===== src/rtl/pipe_acc_adder_pkg.sv =====
// Shared definitions for the pipelined adder/accumulator: operation encodings.
// Latency: n/a (types and constants only).
// Backpressure: n/a.
package pipe_acc_adder_pkg;

    typedef enum logic [1:0] {
        MODE_ADD  = 2'b00,
        MODE_ACC  = 2'b01,
        MODE_SUB  = 2'b10,
        MODE_LOAD = 2'b11
    } mode_t;

    // ACC and LOAD are the only operations that write the accumulator.
    function automatic logic writes_acc(input mode_t m);
        return (m == MODE_ACC) || (m == MODE_LOAD);
    endfunction

endpackage


===== src/rtl/pipe_acc_adder_sat_clamp.sv =====
// Range check and optional clamp of an OUT_W+1 bit result down to OUT_W bits.
// Latency: combinational.
// Backpressure: none, pure function of its inputs.
module sat_clamp #(
    parameter int OUT_W  = 16,
    parameter int SIGNED = 0,
    parameter int SAT    = 0
) (
    input  logic [OUT_W:0]   res_i,
    input  logic             sub_i,
    output logic [OUT_W-1:0] out_o,
    output logic             ovf_o
);

    localparam logic [OUT_W-1:0] S_MAX = {1'b0, {(OUT_W-1){1'b1}}};
    localparam logic [OUT_W-1:0] S_MIN = {1'b1, {(OUT_W-1){1'b0}}};
    localparam logic [OUT_W-1:0] U_MAX = {OUT_W{1'b1}};

    logic [OUT_W-1:0] clamp_val;

    // Signed: out of range when the two top bits disagree; the top bit gives the direction.
    // Unsigned: the extra bit is a carry (add/acc, clamp high) or a borrow (sub, clamp to zero).
    always_comb begin
        ovf_o     = 1'b0;
        clamp_val = '0;
        if (SIGNED != 0) begin
            ovf_o     = res_i[OUT_W] ^ res_i[OUT_W-1];
            clamp_val = res_i[OUT_W] ? S_MIN : S_MAX;
        end else begin
            ovf_o     = res_i[OUT_W];
            clamp_val = sub_i ? '0 : U_MAX;
        end
        out_o = (ovf_o && (SAT != 0)) ? clamp_val : res_i[OUT_W-1:0];
    end

endmodule


===== src/rtl/pipe_acc_adder.sv =====
// Two-stage add/sub/accumulate pipeline with valid/ready on both sides and optional saturation.
// Latency: 2 clk edges from input transfer to out_valid; 1 op per cycle sustained.
// Backpressure: stage 2 holds while out_valid && !out_ready; in_ready drops once stage 1 is also full.
module pipe_acc_adder
    import pipe_acc_adder_pkg::*;
#(
    parameter int IN_W   = 8,
    parameter int OUT_W  = 16,
    parameter int SIGNED = 0,
    parameter int SAT    = 0
) (
    input  logic             clk,
    input  logic             sclrn,
    input  logic             in_valid,
    output logic             in_ready,
    input  logic [IN_W-1:0]  ina,
    input  logic [IN_W-1:0]  inb,
    input  logic [1:0]       mode,
    output logic             out_valid,
    input  logic             out_ready,
    output logic [OUT_W-1:0] out,
    output logic             ovf
);

    localparam int XW = OUT_W + 1;

    // Stage 1: captured operands, already extended to the arithmetic width
    logic          s1_valid_q, s1_valid_d;
    logic [XW-1:0] s1_a_q, s1_a_d;
    logic [XW-1:0] s1_b_q, s1_b_d;
    mode_t         s1_mode_q, s1_mode_d;

    // Stage 2: result register and the accumulator
    logic             out_valid_q, out_valid_d;
    logic [OUT_W-1:0] out_q, out_d;
    logic             ovf_q, ovf_d;
    logic [OUT_W-1:0] acc_q, acc_d;

    logic             adv;
    logic             in_xfer;
    logic [XW-1:0]    ina_x, inb_x, acc_x, raw_res;
    logic [OUT_W-1:0] clamp_res;
    logic             clamp_ovf;

    // Stage 2 may load whenever its current beat is gone or leaving this cycle.
    assign adv      = !out_valid_q || out_ready;
    // Held low during reset; otherwise independent of in_valid.
    assign in_ready = sclrn && (!s1_valid_q || adv);
    assign in_xfer  = in_valid && in_ready;

    // Widen operands and accumulator to OUT_W+1 bits in the selected signedness.
    always_comb begin
        if (SIGNED != 0) begin
            ina_x = {{(XW-IN_W){ina[IN_W-1]}}, ina};
            inb_x = {{(XW-IN_W){inb[IN_W-1]}}, inb};
            acc_x = {acc_q[OUT_W-1], acc_q};
        end else begin
            ina_x = {{(XW-IN_W){1'b0}}, ina};
            inb_x = {{(XW-IN_W){1'b0}}, inb};
            acc_x = {1'b0, acc_q};
        end
    end

    // Unclamped result of the operation held in stage 1.
    always_comb begin
        raw_res = s1_a_q + s1_b_q;
        case (s1_mode_q)
            MODE_ACC: raw_res = acc_x + s1_a_q + s1_b_q;
            MODE_SUB: raw_res = s1_a_q - s1_b_q;
            default:  raw_res = s1_a_q + s1_b_q;
        endcase
    end

    sat_clamp #(
        .OUT_W  (OUT_W),
        .SIGNED (SIGNED),
        .SAT    (SAT)
    ) u_sat_clamp (
        .res_i (raw_res),
        .sub_i (s1_mode_q == MODE_SUB),
        .out_o (clamp_res),
        .ovf_o (clamp_ovf)
    );

    // Stage 1 next state: capture on input transfer, empty once its beat moves on.
    always_comb begin
        s1_valid_d = s1_valid_q;
        s1_a_d     = s1_a_q;
        s1_b_d     = s1_b_q;
        s1_mode_d  = s1_mode_q;
        if (in_xfer) begin
            s1_valid_d = 1'b1;
            s1_a_d     = ina_x;
            s1_b_d     = inb_x;
            s1_mode_d  = mode_t'(mode);
        end else if (adv) begin
            s1_valid_d = 1'b0;
        end
    end

    // Stage 2 next state: the accumulator only changes when its beat is loaded here,
    // so back-to-back ACC ops see each other's results in program order.
    always_comb begin
        out_valid_d = out_valid_q;
        out_d       = out_q;
        ovf_d       = ovf_q;
        acc_d       = acc_q;
        if (adv) begin
            if (s1_valid_q) begin
                out_valid_d = 1'b1;
                out_d       = clamp_res;
                ovf_d       = clamp_ovf;
                if (writes_acc(s1_mode_q)) begin
                    acc_d = clamp_res;
                end
            end else begin
                out_valid_d = 1'b0;
            end
        end
    end

    // All pipeline state, cleared immediately on reset assertion.
    always_ff @(posedge clk or negedge sclrn) begin
        if (!sclrn) begin
            s1_valid_q  <= 1'b0;
            s1_a_q      <= '0;
            s1_b_q      <= '0;
            s1_mode_q   <= MODE_ADD;
            out_valid_q <= 1'b0;
            out_q       <= '0;
            ovf_q       <= 1'b0;
            acc_q       <= '0;
        end else begin
            s1_valid_q  <= s1_valid_d;
            s1_a_q      <= s1_a_d;
            s1_b_q      <= s1_b_d;
            s1_mode_q   <= s1_mode_d;
            out_valid_q <= out_valid_d;
            out_q       <= out_d;
            ovf_q       <= ovf_d;
            acc_q       <= acc_d;
        end
    end

    assign out_valid = out_valid_q;
    assign out       = out_q;
    assign ovf       = ovf_q;

endmodule

===== config.mk =====
export PLATFORM = sky130hd
export DESIGN_NAME = pipe_acc_adder
export DESIGN_NICKNAME = d
export VERILOG_FILES = /design/src/rtl/pipe_acc_adder_pkg.sv /design/src/rtl/pipe_acc_adder_sat_clamp.sv /design/src/rtl/pipe_acc_adder.sv
export SDC_FILE = /design/constraint.sdc
export NUM_CORES = 1
export LEC_CHECK = 0
export CAP_MARGIN = 0
export CORE_MARGIN = 3
export CORE_UTILIZATION = 45
export DETAILED_ROUTE_END_ITERATION = 6
export GPL_TIMING_DRIVEN = 0
export PLACE_DENSITY = 0.65
export SETUP_SLACK_MARGIN = 0.15
export SLEW_MARGIN = 20
export SYNTH_ARGS = -nofsm -noshare
export SYNTH_HDL_FRONTEND = slang
export SYNTH_SLANG_ARGS = --single-unit
export TNS_END_PERCENT = 5

===== constraint.sdc =====
create_clock -name clk -period 7.6 [get_ports clk]
set_input_delay 1.52 -clock clk [delete_from_list [all_inputs] [get_ports clk]]
set_output_delay 1.52 -clock clk [all_outputs]
set_load 0.005 [all_outputs]

# Word level (Yosys, flattened, before mapping)
# Index checks and enable logic that the tools add are counted.
# totals
inputBits	22
reg_bits	53
wordCells	29
# classes
n_addsub	4
n_reduce_logical	10
eq_ne	3
mux	4
# ops
cell	n
one-hot mux 17 bit (2 select lines)	1
adder 16 x 8 -> 17 bit	1
adder 17 x 8 -> 17 bit	1
adder 8 x 8 -> 9 bit	1
subtractor 8 x 8 -> 9 bit	1
equality test 2 bit, second input constant	2
logical OR 1 bit	3
two-way mux 1 bit	3
AND reduction 3 bit	1
equality test 2 x 1 -> 1 bit, second input constant	1
logical AND 1 bit	2
logical NOT 1 bit	2
AND reduction 2 bit	1
nonzero test 2 bit	1

# Logic depth before layout (Yosys ltp)
# Gate-level depths: netlist (run 1).
# depth
word_depth	6
mapped_depth	13

# Cells and area by module
# A second synthesis (run 1) with hierarchy kept.
# unflattened
hier_cells	347
area_unflattened_um2	3711.1
# by_module_without_submodules
mod	seq_area_each_um2	n_inst	area_per_inst_um2	cells_per_inst
pipe_acc_adder	1326.3	1	3583.4	330
sat_clamp	0.0	1	127.6	17

# Worst setup path after synthesis (run 1)
# Ideal clock, no wire load.
# synth_path
path_type	input to output
from	input out_ready
to	output in_ready
stages	2
arrival_time_ns	1.837
slack_ns	4.243
t_required_ns	6.080
path_cell_list	nand3b_1 and2_1
# synth_via
elab_chain_cells	3
# synth_lines
item	line_no	text
start: declaration	pipe_acc_adder.sv:20	input logic out_ready,
logical OR 1 bit	pipe_acc_adder.sv:46	assign adv = !out_valid_q || out_ready;
logical OR 1 bit	pipe_acc_adder.sv:48	assign in_ready = sclrn && (!s1_valid_q || adv);
logical AND 1 bit	pipe_acc_adder.sv:48	
end: declaration	pipe_acc_adder.sv:15	output logic in_ready,
# Every way passes these cells.

# Worst setup path after layout (run 1)
# layout_path
from	input sclrn
to	output in_ready
# layout_via
elab_chain_cells	1
# layout_lines
item	line_no	text
start: declaration	pipe_acc_adder.sv:13	input logic sclrn,
logical AND 1 bit	pipe_acc_adder.sv:48	
# Every way passes these cells.

==> metrics.md, run 1 <==
| Metric | Value |
|---|---|
| Top FF cell, synth | dfrtp_1 |
| Synthesized-area fraction occupied by xor and xnor cells | 3.417% |
| Setup Skew | 0.01114 ns |
| Seq/Total Area, Yosys | 36.96% |
| Final Hold Viols | 0 |
| Slew headroom | 47.86% |
| Yosys top cell by area | dfrtp_1 |
| Clk buf depth | 2 |
| Post-CTS Setup Bufs | 0 |
| Core box area | 7486 µm² |
| H-tree levels | 2 |
| Die Ht | 95.30 µm |
| Main combinational cell family by area after synthesis | compound AO/OA/AOI/OAI gates |
| Mux cell area share after synthesis | 7.427% |
| Width of the die | 95.30 µm |
| I/O Buffers | 40 |
| TritonCTS Sinks | 53 |
| Final Max Slew Viols | 0 |
| Complex-gate fraction of the synthesized area | 18.27% |
| Crit path time final | 4.337 ns |
| Initial DRC Count | 116 |
| Worst Path Required | 6.08 ns |
| Synth Area in Adders | 15.55% |
| Dpl hpwl | 6.050 mm |
| Setup violations, final | 0 |
| Row count | 31 |
| Layout cell share with drive strength beyond 1 | 11.86% |
| Synth warnings | 0 |
| Initial antenna violation count | 0 |
| Max-cap violations | 0 |
| Crit-path max FO | 54 |
| Min-Delay Path Class | reg2reg |
| Pwr Density | 342.0 nW/µm² |
| Number of detailed-route iterations in the first pass | 4 |
| Via count | 2788 |
| Run status | complete, no violations |
| #FFs+latches synth | 53 |
| Total CTS buffers | 5 |
| Largest cells by area after synthesis | dfrtp_1 (37%), ha_1 (9.4%), mux2_2 (6.6%) |
| Placed Cells | 504 |
| IO Pins | 41 |
| WS Path Type | in2out |
| GRT overflow | 0 |
| Synth top area share | 36.96% |
| Simple-gate portion of the synthesized area | 14.50% |
| Routed wire length | 8.058 mm |
| FMAX | 230.6 MHz |
| RePlAce Congestion | 0.8919 |
| # DRC | 0 |
| Die area | 9082 µm² |
| Area Growth Syn to Fin | 17.15% |
| Crit path DAT | 2.82 ns |
| FFs w/ async S/R, synth | 100.0% |
| Post-route setup TNS | 0 ns |
| WL per Instance | 15.74 µm |
| Non-filler cells, final | 512 |
| Maximum VDD drop | 147.6 µV |
| CTS tree | done |
| Starting Density | 47.94% |
| Syn Nets | 425 |
| DR vias/cell | 5.445 |
| Mean Syn Cell Area | 9.831 µm² |
| Measured slew at the worst slew-check pin | 0.7770 ns |
| Antenna-violating nets left | 0 |
| ANT cells | 0 |
| Clk slew on worst S/H paths | 0.10 ns |
| Largest net degree at the start of global routing | 55 |
| # hold bufs at CTS | 0 |
| Lkg Pwr | 0.001876 µW |
| Util after Layout | 56.16% |
| Worst setup SP type | input port |
| Post-synth EDFFs | 0 |
| First-pass GRT wire length | 13.72 mm |
| Post-synthesis cell area | 3588 µm² |
| # resized after CTS | 0 |
| Final Cycle Share | 57.06% |
| Gr usage total | 19.47% |
| Post-Synthesis Cells | 365 |
| Worst Setup End Kind | output port |
| CTS root buffer | clkbuf_8 |
| Layout Nets | 472 |
| Final-layout fill cell count | 655 |
| Multi-input gate area | 2123 µm² |
| Reg-to-reg setup timing slack | 4.30 ns |
| Vias in the first global route | 2804 |
| RSZ-0062 raised after global routing | no |
| Yosys cell types | 53 |
| Register Area | 1326 µm² |
| Clock latency on the worst-skew pair | 0.32 ns |
[placed cells by master (no fill, tap or decap), types with 3 or more instances in the layout]
cell type,instances
a211o_1,5
a21o_1,4
a21oi_1,17
a221o_1,4
a22o_1,3
a31oi_1,3
and2_1,4
buf_2,3
clkbuf_1,6
clkbuf_8,5
clkdlybuf4s50_1,39
dfrtp_1,53
fa_1,11
ha_1,27
inv_1,25
mux2_2,21
mux2i_1,3
nand2_1,38
nand2b_1,5
nand3_1,5
nand3b_1,5
nor2_1,30
nor2b_1,4
nor3_1,6
o211ai_1,7
o21a_1,4
o21ai_0,19
o21ai_1,5
o31ai_1,3
xnor2_1,11
xor2_1,3
[routing by layer]
| metal | vias up | track usage [%] | routed length (µm) |
|---|---|---|---|
| met4 | 0 | 4.327 | 70 |
| li1 | 1374 | - | - |
| met2 | 56 | 31.25 | 3717 |
| met5 | - | 0 | 0 |
| met3 | 6 | 2.999 | 324 |
| met1 | 1352 | 27.76 | 3945 |
[worst max-delay path, stage by stage]
cell and delay (ns):
buf_4 0.52, and2_1 0.24, clkdlybuf4s50_1 0.50
[logic make-up after synthesis]
group,after synthesis
flops,53
xor+xnor,14
compound gates,93
simple gates,107
mux,24
fa+ha+maj,38
buf+inv,36
[state kept, by name, indices dropped and copies added, names as in the netlist]
signal      cells
s1_b_q          8
s1_mode_q       2
out            16
acc_q          16
out_valid       1
ovf             1
s1_valid_q      1
s1_a_q          8
[cell type report]
type / count / share of cell area, %
clock inverter: 3 / 0.5952
inverter: 27 / 2.411
tap: 99 / 2.946
clock buffer: 5 / 1.637
multi-input combinational: 276 / 50.51
timing repair buffer: 40 / 9.464
buffer: 9 / 0.8929
sequential: 53 / 31.55
[through the flow]
stage	setup WS (ns)	cell area, µm²	power (µW)	hold WS (ns)
after floorplan	4.243	3588	1024	0.4498
after global placement	1.420	4113	1249	0.4659
after detailed placement	3.190	4110	1269	0.4738
after CTS	3.198	4204	1446	0.4963
after global routing	3.110	4204	1565	0.5299
final	3.263	4204	1438	0.4886
[cell usage after synthesis (2+ instances only)]
cell,number
a22oi_1,2
nand2b_1,5
nand3_1,5
ha_1,27
a211o_1,5
nor3b_1,2
nand2_1,38
a31oi_1,3
and3_4,2
a21o_1,4
o22ai_1,2
nor2_1,30
mux2_2,21
mux2i_1,3
o21ai_2,2
a211oi_1,2
and2_1,4
inv_2,2
nand3b_1,5
a21oi_1,17
xor2_1,3
a22o_1,3
dfrtp_1,53
o21ai_0,19
clkbuf_1,6
o31ai_1,3
fa_1,11
a221o_1,4
o21ai_1,5
o211ai_1,7
nor2b_1,4
inv_1,25
o21a_1,4
buf_2,3
nor3_1,6
xnor2_1,11
[power by group]
| part | total [µW] | leakage (µW) | internal (µW) | switching (µW) |
|---|---|---|---|---|
| combinational | 826 | 0.00117 | 388 | 437 |
| sequential | 442 | 0.000663 | 367 | 74.9 |
| clock | 171 | 0.0000447 | 66.8 | 104 |
| total | 1440 | 0.00188 | 822 | 616 |
[final timing paths]
path | depth (start not counted) | start | end
setup / recovery | 3 | sclrn | in_ready
hold / removal | 2 | out[0] | out[0]
setup reg to reg | 13 | s1_a_q[1] | acc_q[15]
hold reg to reg | 2 | out[0] | out[0]
max in group asynchronous | 1 | sclrn | s1_a_q[0]
min in group asynchronous | 1 | sclrn | s1_a_q[5]
No activity file was read; power rests on OpenSTA's default activity.
==> run 2: changes to the inputs <==
PLACE_DENSITY = 0.68   (was 0.65)
clock period = 3.8 ns   (was 7.6 ns; I/O delays follow)
==> run 2 against run 1 <==
Sequential share of layout area is the same. Worst setup slack lost 2.8 ns. Cell area is the same. Critical path depth grew 10. Clock-buffer cell count is the same. Register-to-register slack lost 3.8 ns.
==> metrics.md, run 2 (same netlist as run 1, synthesis figures left out) <==
| Metric | Value |
|---|---|
| Number of detailed-route iterations in the first pass | 4 (unchanged) |
| Initial antenna violation count | 0 (unchanged) |
| Post-CTS Setup Bufs | 0 (unchanged) |
| Dpl hpwl | 6.005 mm (-0.74%) |
| Min-Delay Path Class | in2async |
| Non-filler cells, final | 512 (unchanged) |
| # hold bufs at CTS | 0 (unchanged) |
| CTS root buffer | clkbuf_8 |
| I/O Buffers | 40 (unchanged) |
| Setup Skew | 0.02248 ns (+0.01134 ns) |
| Worst Hold Margin | 0.4636 ns (-0.02496 ns) |
| Slew headroom | 49.62% (+1.8 points) |
| Worst Setup End Kind | flip-flop |
| Clk buf depth | 2 (unchanged) |
| Commonest non-fill, non-tap cell in the layout | dfrtp_1 |
| Worst Path Required | 4.03 ns (-2.05 ns) |
| Pre-CTS setup slack | 0.4966 ns (-2.693 ns) |
| Measured slew at the worst slew-check pin | 0.7507 ns (-0.02623 ns) |
| # resized after CTS | 0 (unchanged) |
| Layout cell share with drive strength beyond 1 | 11.86% (unchanged) |
| Multi-input gate area | 2123 µm² (unchanged) |
| Routed wire length | 7.740 mm (-3.9%) |
| Final setup margin | 0.5061 ns (-2.757 ns) |
| Antenna-violating nets left | 0 (unchanged) |
| Vias in the first global route | 2742 (-2.2%) |
| Final Hold Viols | 0 (unchanged) |
| CTS tree | done |
| Max-cap violations | 0 (unchanged) |
| Lkg Pwr | 0.001876 µW (unchanged) |
| First-pass GRT wire length | 13.33 mm (-2.9%) |
| Initial DRC Count | 141 (+22%) |
| Most frequent cells in the layout | dfrtp_1 (53), clkdlybuf4s50_1 (39), nand2_1 (38), nor2_1 (30), ha_1 (27) |
| Row count | 31 (unchanged) |
| Final Cycle Share | 86.68% |
| Largest net degree at the start of global routing | 55 (unchanged) |
| Register Area | 1326 µm² (unchanged) |
| Pwr Density | 680.1 nW/µm² (+99%) |
| Die Ht | 95.30 µm (unchanged) |
| GRT overflow | 0 (unchanged) |
| # DRC | 0 (unchanged) |
| WS Path Type | reg2reg |
| Util after Layout | 56.16% (unchanged) |
| Setup violations, final | 0 (unchanged) |
| Maximum VDD drop | 323.9 µV (+120%) |
| Run status | complete, no violations |
| Clk slew on worst S/H paths | 0.12 ns (+0.02 ns) |
| RePlAce Congestion | 0.8749 (-1.9%) |
| Reg2reg start | s1_a_q[1] |
| Layout Nets | 472 (unchanged) |
| Placed Cells | 504 (unchanged) |
| Gr usage total | 18.64% (-0.83 points) |
| H-tree levels | 2 (unchanged) |
| RSZ-0062 raised after global routing | no |
| WL per Instance | 15.12 µm (-3.9%) |
| TritonCTS Sinks | 53 (unchanged) |
| Final Max Slew Viols | 0 (unchanged) |
| Crit path time final | 3.294 ns |
| Worst setup SP type | flip-flop |
| ANT cells | 0 (unchanged) |
| Final-layout fill cell count | 684 (+4.4%) |
| Width of the die | 95.30 µm (unchanged) |
| Crit. Startpoint | s1_a_q[1] |
| Clock latency on the worst-skew pair | 0.33 ns (about the same) |
| Crit path DAT | 3.52 ns (+0.70 ns) |
| Area Growth Syn to Fin | 17.15% (unchanged) |
| Total CTS buffers | 5 (unchanged) |
| Die area | 9082 µm² (unchanged) |
| Via count | 2742 (-1.6%) |
| Crit-path max FO | 6 (-89%) |
| DR vias/cell | 5.355 (-1.6%) |
| IO Pins | 41 (unchanged) |
| Post-route setup TNS | 0 ns (unchanged) |
| Core box area | 7486 µm² (unchanged) |
| Starting Density | 47.94% (unchanged) |
| FMAX | 303.6 MHz |
## run 2: cell counts in the layout (fill, tap and decap cells not counted)
No cell type changed its count.
## run 2: routing by layer
layer | vias up | global-route usage [%] | wire [µm]
li1 | 1371 | - | -
met2 | 45 | 29.68 | 3667
met4 | 0 | 4.688 | 85
met1 | 1319 | 27.15 | 3682
met5 | - | 0 | 0
met3 | 7 | 1.973 | 305
## run 2: cell type report
cell class,instances,area share [%]
sequential,53,31.55
tap,99,2.946
clock inverter,3,0.5952
clock buffer,5,1.637
multi-input combinational,276,50.51
buffer,9,0.8929
timing repair buffer,40,9.464
inverter,27,2.411
## run 2: stage by stage
step,power (µW),instance area [µm²]
finish,2859,4204
global route,3139,4204
CTS,2874,4204
detailed placement,2522,4110
global placement,2491,4113
floorplan,2049,3588
## run 2: path summary, 6_finish.rpt
path | to | slack, ns | cells past startpoint
hold reg to reg | out[3] | 0.49 | 2
hold / removal | s1_a_q[5] | 0.46 | 1
setup / recovery | acc_q[15] | 0.51 | 13
min in group clk | out[3] | 0.49 | 2
max in group asynchronous | s1_a_q[0] | 2.87 | 1
setup reg to reg | acc_q[15] | 0.51 | 13
## run 2: worst max-delay path, stage by stage (launching register included)
cell	delay (ns)
dfrtp_1	0.50
inv_1	0.10
fa_1	0.47
inv_1	0.07
ha_1	0.20
inv_1	0.07
fa_1	0.40
and2b_1	0.24
o211ai_1	0.08
a21bo_2	0.26
a21oi_4	0.22
and3_4	0.24
o21ai_2	0.05
a211o_1	0.31
## run 2: report_power, final
group	switching (µW)	internal [µW]	total [µW]
clock network	209	134	342
registers	153	733	886
logic	855	776	1630
total	1220	1640	2860
==> run 3: changes to the inputs <==
SLEW_MARGIN = default   (was 20)
==> run 3 against run 2 <==
Wire length grew 0.83%. Largest cell class unchanged. Critical path depth did not move. Clock-buffer cell count unchanged. Global-route usage about the same. Hold slack worse by 0.060 ns. Fmax is 0.11% lower. Sequential cell count stayed put. Sequential share of layout area is 0.29 points lower. Register-to-register slack hardly changed. Largest power group unchanged.
==> metrics.md, run 3 (same netlist as run 1, synthesis figures left out) <==
| Metric | Value |
|---|---|
| Run status | complete, no violations |
| Pwr Density | 686.6 nW/µm² (+0.96%) |
| Clk slew on worst S/H paths | 0.11 ns (about the same) |
| Post-CTS Setup Bufs | 0 (unchanged) |
| CP peak stage delay | 0.49 ns (about the same) |
| Layout cell share with drive strength beyond 1 | 12.08% (+0.21 points) |
| Final Cycle Share | 86.77% (+0.092 points) |
| Row count | 31 (unchanged) |
| Via count | 2796 (+2.0%) |
| Core box area | 7486 µm² (unchanged) |
| Worst setup path endpoint | acc_q[15] |
| Slew headroom | 49.31% (-0.30 points) |
| H-tree levels | 2 (unchanged) |
| Cell area after layout | 4243 µm² (+0.92%) |
| # hold bufs at CTS | 0 (unchanged) |
| Largest net degree at the start of global routing | 34 (-38%) |
| Worst Setup End Kind | flip-flop |
| Final Hold Viols | 0 (unchanged) |
| WL per Instance | 15.21 µm (+0.63%) |
| Setup violations, final | 0 (unchanged) |
| Commonest non-fill, non-tap cell in the layout | dfrtp_1 |
| Lkg Pwr | 0.001894 µW (+0.97%) |
| Reg-to-reg setup timing slack | 0.50 ns (about the same) |
| Crit-path max FO | 6 (unchanged) |
| Slowest-stage cell, CP | dfrtp_1 |
| Dpl hpwl | 6.122 mm (+1.9%) |
| I/O Buffers | 40 (unchanged) |
| Post-route setup TNS | 0 ns (unchanged) |
| FF-to-FF End | acc_q[15] |
| Most frequent cells in the layout | dfrtp_1 (53), clkdlybuf4s50_1 (39), nand2_1 (38), nor2_1 (30), ha_1 (27) |
| Measured slew at the worst slew-check pin | 0.7553 ns (+0.004546 ns) |
| Final setup margin | 0.5026 ns (-0.003509 ns) |
| Crit path DAT | 3.51 ns (about the same) |
| Final-layout fill cell count | 662 (-3.2%) |
| Die Ht | 95.30 µm (unchanged) |
| Total CTS buffers | 5 (unchanged) |
| Crit. Startpoint | s1_a_q[1] |
| Antenna-violating nets left | 0 (unchanged) |
| Crit path cell chain | inv_1 -> fa_1 -> inv_1 -> ha_1 -> inv_1 -> fa_1 -> and2b_1 -> o211ai_1 -> a21bo_2 -> a21oi_4 -> and3_4 -> o21ai_2 -> a211o_1 |
| Number of detailed-route iterations in the first pass | 5 (+1) |
| # resized after CTS | 0 (unchanged) |
| Area Growth Syn to Fin | 18.24% |
| Initial DRC Count | 134 (-5.0%) |
| Layout Nets | 473 (+0.21%) |
| Min-Delay Path Class | in2async |
| Worst setup SP type | flip-flop |
| Total Power | 2913 µW (+1.9%) |
| Clk buf depth | 2 (unchanged) |
| Util after Layout | 56.68% (+0.52 points) |
| Vias in the first global route | 2778 (+1.3%) |
| Placed instance area | 4128 µm² (+0.43%) |
| Die area | 9082 µm² (unchanged) |
| Worst Path Required | 4.01 ns (-0.02 ns) |
| CTS root buffer | clkbuf_8 |
| TritonCTS Sinks | 53 (unchanged) |
| First-pass GRT wire length | 13.21 mm (-0.88%) |
| FMAX | 303.3 MHz (-0.11%) |
| IO Pins | 41 (unchanged) |
| ANT cells | 0 (unchanged) |
| Routed wire length | 7.804 mm (+0.83%) |
| GRT overflow | 0 (unchanged) |
| CTS tree | done |
| Final Max Slew Viols | 0 (unchanged) |
| Setup Skew | 0.01491 ns (-0.007567 ns) |
| RePlAce Congestion | 0.8749 (unchanged) |
| Worst path most repeated cell | inv_1 |
| Initial antenna violation count | 0 (unchanged) |
| WS Path Type | reg2reg |
| Maximum VDD drop | 303.9 µV (-6.2%) |
| Reg2reg start | s1_a_q[1] |
| Gr usage total | 18.64% (about the same) |
| Clock latency on the worst-skew pair | 0.32 ns (about the same) |
| # DRC | 0 (unchanged) |
| Starting Density | 47.94% (unchanged) |
| Max-cap violations | 0 (unchanged) |
| Pre-CTS setup slack | 0.4981 ns (+0.001457 ns) |
| RSZ-0062 raised after global routing | no |
| DR vias/cell | 5.450 (+1.8%) |
| Width of the die | 95.30 µm (unchanged) |
| Crit path time final | 3.297 ns (+0.003509 ns) |
| Cells on worst reg2reg path | 13 (unchanged) |
-- run 3: cell count changes in the layout (fill, tap and decap cells not counted) --
| cell | delta |
|---|---|
| inv_6 | -1 |
| buf_12 | +1 |
| buf_2 | +1 |
| bufinv_16 | +1 |
| buf_4 | -1 |
-- run 3: report_power, final --
part	switching (µW)	internal [µW]	total, µW	leakage, µW
combinational	859	778	1640	0.00118
clock	193	197	390	0.0000543
sequential	153	734	886	0.000663
total	1200	1710	2910	0.00189
-- run 3: worst max-delay path, delay by kind of cell, from the launching register on --
family                   cells  cell delay, ns
buffers and inverters        3            0.24
AO/OA/AOI/OAI                5            0.92
AND/OR/NAND/NOR              2            0.48
adder cells (fa/ha/maj)      3            1.07
flip-flops                   1            0.49
-- run 3: area by class of cell --
class,count,area [µm²],area share (%)
Inverter,27,101.3,2.389
Timing Repair Buffer,41,415.4,9.791
Buffer,9,37.54,0.8847
Multi-Input combinational cell,276,2123,50.04
Clock buffer,5,68.82,1.622
Sequential cell,53,1326,31.26
Clock inverter,3,46.29,1.091
Tap cell,99,123.9,2.919
-- run 3: routing by layer --
| metal | part of all wire (%) | vias up | track usage [%] |
|---|---|---|---|
| met1 | 47 | 1355 | 25.98 |
| met3 | 4.3 | 6 | 3.157 |
| li1 | - | 1370 | - |
| met5 | 0 | - | 0 |
| met2 | 48 | 65 | 30.50 |
| met4 | 0.90 | 0 | 3.966 |
-- run 3: worst min-delay path by stage --
stage / start / endpoint / slack (ns) / cells after the start
CTS: sclrn / out[2] / 0.42 / 1
detailed placement: out[5] / out[5] / 0.47 / 2
global route: sclrn / out[9] / 0.43 / 1
global placement: out[3] / out[3] / 0.46 / 2
floorplan: acc_q[1] / acc_q[1] / 0.45 / 2
finish: sclrn / out[1] / 0.40 / 1
-- run 3: through the flow --
stage                     hold WS, ns  cells
after floorplan                0.4498    365
after global placement         0.4634    504
after detailed placement       0.4736    505
after CTS                      0.4152    513
after global routing           0.4330    513
final                          0.4037    513
